===== src/rtl/ser2par_for.sv =====
// Serial-to-parallel converter: LSB-first shift into an N-bit word with a one-word output slot.
// Optional registered word parity on out_parity when SER2PAR_PARITY_EN is defined.
module ser2par_for #(
    parameter int N = 2
) (
    input  logic         clk,
    input  logic         rstn,
    input  logic         clr,
    input  logic         sin,
    input  logic         sin_valid,
    output logic         sin_ready,
    output logic [N-1:0] out_word,
    output logic         out_valid,
`ifdef SER2PAR_PARITY_EN
    output logic         out_parity,
`endif
    input  logic         out_ready
);

    localparam int CW = (N > 1) ? $clog2(N) : 1;

    typedef enum logic {
        FILL = 1'b0,
        FULL = 1'b1
    } state_t;

    state_t         state;
    state_t         state_nx;
    logic [N-1:0]   sreg;
    logic [CW-1:0]  cnt;
    logic           accept;
    logic           last;
    logic           slot_free;
    logic           load_new;
    logic           load_held;
    logic [N-1:0]   word_new;

    assign sin_ready = (state == FILL);
    assign accept    = sin_valid && sin_ready;
    assign last      = accept && (cnt == CW'(N - 1));
    assign slot_free = !out_valid || out_ready;
    assign load_new  = last && slot_free;
    assign load_held = (state == FULL) && out_ready;

    // The word as it will look once the incoming bit is shifted in.
    assign word_new = {sin, sreg[N-1:1]};

    always_comb begin
        state_nx = state;
        unique case (state)
            FILL: if (last && !slot_free) state_nx = FULL;
            FULL: if (out_ready) state_nx = FILL;
        endcase
    end

    always_ff @(posedge clk or negedge rstn) begin
        if (!rstn) begin
            state <= FILL;
        end else if (clr) begin
            state <= FILL;
        end else begin
            state <= state_nx;
        end
    end

    always_ff @(posedge clk or negedge rstn) begin
        if (!rstn) begin
            sreg <= '0;
            cnt  <= '0;
        end else if (clr) begin
            sreg <= '0;
            cnt  <= '0;
        end else if (accept) begin
            for (int i = 0; i < N - 1; i++) begin
                sreg[i] <= sreg[i+1];
            end
            sreg[N-1] <= sin;
            cnt       <= last ? '0 : cnt + CW'(1);
        end
    end

    always_ff @(posedge clk or negedge rstn) begin
        if (!rstn) begin
            out_word  <= '0;
            out_valid <= 1'b0;
        end else if (clr) begin
            out_valid <= 1'b0;
        end else if (load_new) begin
            out_word  <= word_new;
            out_valid <= 1'b1;
        end else if (load_held) begin
            out_word  <= sreg;
            out_valid <= 1'b1;
        end else if (out_ready) begin
            out_valid <= 1'b0;
        end
    end

`ifdef SER2PAR_PARITY_EN
    always_ff @(posedge clk or negedge rstn) begin
        if (!rstn) begin
            out_parity <= 1'b0;
        end else if (clr) begin
            out_parity <= 1'b0;
        end else if (load_new) begin
            out_parity <= ^word_new;
        end else if (load_held) begin
            out_parity <= ^sreg;
        end
    end
`endif

endmodule


===== config.mk =====
export PLATFORM = sky130hd
export DESIGN_NAME = ser2par_for
export DESIGN_NICKNAME = d
export VERILOG_FILES = /design/src/rtl/ser2par_for.sv
export SDC_FILE = /design/constraint.sdc
export NUM_CORES = 1
export LEC_CHECK = 0
export ABC_CLOCK_PERIOD_IN_PS = 1300
export CAP_MARGIN = 20
export CORE_AREA = 2 2 39 41
export DETAILED_ROUTE_END_ITERATION = 8
export DIE_AREA = 0 0 41 43
export PLACE_DENSITY = 0.48
export RECOVER_POWER = 50
export SETUP_SLACK_MARGIN = 0.15
export SLEW_MARGIN = 20
export SYNTH_ARGS = -nofsm -noshare
export SYNTH_HDL_FRONTEND = slang
export SYNTH_SLANG_ARGS = --single-unit

===== constraint.sdc =====
create_clock -name clk -period 1.3 [get_ports clk]
set_input_delay 0.26 -clock clk [delete_from_list [all_inputs] [get_ports clk]]
set_output_delay 0.26 -clock clk [all_outputs]
set_load 0.005 [all_outputs]

==> results of run 1 <==
[report_power, final]
group          switching, mW  total, mW  internal, mW
clock network         0.0793      0.196         0.117
logic                 0.0648      0.180         0.116
registers             0.0183      0.265         0.247
total                  0.162      0.642         0.480
[routing by layer]
metal / GRT usage [%] / part of all wire, % / vias to the layer above
li1: - / - / 171
met1: 13.1 / 39 / 165
met2: 20.6 / 52 / 10
met3: 6.28 / 5.6 / 4
met4: 10.0 / 3.9 / 0
met5: 0 / 0 / -
[what timing repair did]
item                                    in CTS  in global routing
hold buffers                                 0                  0
setup buffers                                3                  2
endpoints found under the setup margin       8                  9
gates resized for setup                      7                  8
pin swaps                                    0                  2
[sequential cells by signal (all words and copies together) (netlist names)]
| register | flops |
|---|---|
| state | 1 |
| sreg | 2 |
| out_word | 2 |
| out_valid | 1 |
| cnt | 1 |
[path summary, 6_finish.rpt]
kind | start | end | slack (ns) | depth (start not counted)
setup / recovery | state | out_word[1] | 0.16 | 4
max in group asynchronous | rstn | out_valid | 0.73 | 1
hold reg to reg | sreg[0] | sreg[0] | 0.55 | 2
setup reg to reg | state | out_word[1] | 0.16 | 4
min in group clk | out_ready | state | 0.37 | 3
hold / removal | rstn | state | 0.33 | 1
[logic make-up after synthesis]
family,Yosys count
XOR/XNOR,1
buffers and inverters,2
AND/OR/NAND/NOR,13
AO/OA/AOI/OAI,10
flip-flops,7
multiplexers,2
[per-stage QoR]
step,area (um^2),hold slack [ns],cells
2_1_floorplan,360,-0.0356,35
3_3_place_gp,500,0.523,64
4_1_cts,556,0.275,71
3_5_place_dp,500,0.522,64
5_1_grt,579,0.350,73
6_report,579,0.334,73
[area by class of cell]
class                   count  area (um^2)
inverters                   2         7.51
repair buffers             18          158
multi-input cells          26          193
well taps                  16         20.0
flip-flops and latches      7          175
fillers                   143          805
clock buffers               4         26.3
[layout by cell type, fill, tap and decap left out, types with 2 or more instances in the layout]
cell type        count
dlymetal6s2s_1       2
buf_4                7
clkdlybuf4s15_1      3
clkbuf_1             2
nand3_1              2
nor2_1               4
dfrtp_1              7
a31oi_1              5
o31ai_2              2
clkdlybuf4s50_1      2
a21o_1               2
inv_1                2
clkbuf_4             3
mux2i_1              2
==> results by group, run 1 <==
Clocking
  – CTS max path bufs: 2
  – H-tree depth: 1
  – CTS tree: done
  – Inserted Clock Buffers: 3
  – Sink Count: 7
  – Insertion delay to the later sink of the worst-skew pair: 0.25 ns
  – Worst-path clk slew: 0.05 ns
  – Root Driver: clkbuf_4

Timing
  – F_max: 879 MHz
  – Minimum clock period: 1.14 ns
  – Setup TNS: 0 ns
  – Final setup margin: 0.162 ns
  – Slew @ Worst Pin: 0.317 ns
  – Worst Skew: 0.00389 ns
  – Unrepaired setup endpoints after global routing: yes
  – Final Cycle Share: 87.5%
  – Hold Violations, Final: 0
  – Max-slew headroom: 78.8%
  – Max Slew Vio Count: 0
  – Final setup fails: 0

Worst setup path
  – CP bufs+invs: 2
  – Cell Chain, Critical Path: buf_6 -> buf_4 -> o31ai_2 -> a31oi_1
  – Slowest CP cell: dfrtp_1
  – Worst setup SP type: register
  – Kind of cell adding the most delay to the critical path: flip-flops
  – Worst endpoint required time: 1.42 ns
  – CP Class: reg -> reg
  – Worst EP arrival: 1.26 ns
  – CP Max Fanout: 7
  – Worst path max stage delay: 0.38 ns
  – Crit end category: register

Yosys
  – Synth area leaders: dfrtp_1, a31oi_1, mux2i_1
  – Area leader, netlist: dfrtp_1
  – Fraction of synthesized area in multiplexers: 5.56%
  – Post-synthesis cell count: 35
  – Post-Synth XOR/XNOR Area: 2.43%
  – Synth cell count leaders: dfrtp_1, a31oi_1, nor2_1
  – Area share of and/or/nand/nor cells after synthesis: 21.2%
  – Ys Warns: 0
  – Synth Area in Compound Gates: 20.1%
  – Mean post-synth cell area: 10.3 um^2
  – Syn Nets: 41
  – FFs w/ async S/R, synth: 100%
  – Post-synth EDFFs: 0
  – Cell with the most instances after synthesis: dfrtp_1
  – Flops & latches, synth: 7
  – Synth Flop Type: dfrtp_1
  – Post-Syn Area: 360 um^2
  – Netlist cell types: 17
  – Seq/Total Area, Yosys: 48.6%
  – Main combinational cell family by area after synthesis: simple AND/OR/NAND/NOR gates
  – Yosys top cell area share: 48.6%
  – Synth Area in Adders: 0%

Place
  – Hpwl dp: 686 um
  – Port Buffers: 9
  – Gpl congestion: 0.808
  – Pre-CTS worst setup slack: -0.149 ns

Hold path
  – Hold crit path type: in -> async

Finish
  – # diodes: 0
  – Final Util: 41.9%
  – Layout Nets: 64
  – Share of layout cells above drive strength 1: 31.6%
  – Area growth syn-to-layout: 60.8%

Route
  – Via count: 350
  – Drt total wl: 932 um
  – Wire per inst: 12.8 um
  – Antenna Nets Post-Route: 0
  – DRC: 0
  – Vias per inst: 4.79
  – First DRT Iteration DRCs: 5
  – 1st-pass router iterations: 5

Flow run
  – Max-cap violations: 0

Global route
  – Largest net degree at the start of global routing: 8
  – GR Overflow Total: 0
  – Vias in the first global route: 382
  – All-layer global routing usage: 13.4%
  – Initial antenna violation count: 0
  – Global-route wire length before repair: 1.51 mm

Floorplanning
  – Die ar.: 1760 um^2
  – I/O pin cnt: 10
  – Die extent in y: 43 um
  – Site row count: 14
  – Starting Density: 26.0%
  – Core area: 1380 um^2
  – Die width: 41 um

Run status
  – Status: finished clean

Pwr
  – Tot Pwr: 642 uW
  – Leak: 0.286 nW
  – PwrDens: 1110 nW/um^2
  – Maximum vdd drop: 0.000567 V
Power figures use the tool's default switching activity.
==> run 2: changes to the inputs <==
- ABC_AREA: not set -> 0
- REMOVE_ABC_BUFFERS: not set -> 1
==> results of run 2 <==
Final layout, timing and power as in run 1 (identical DEF).
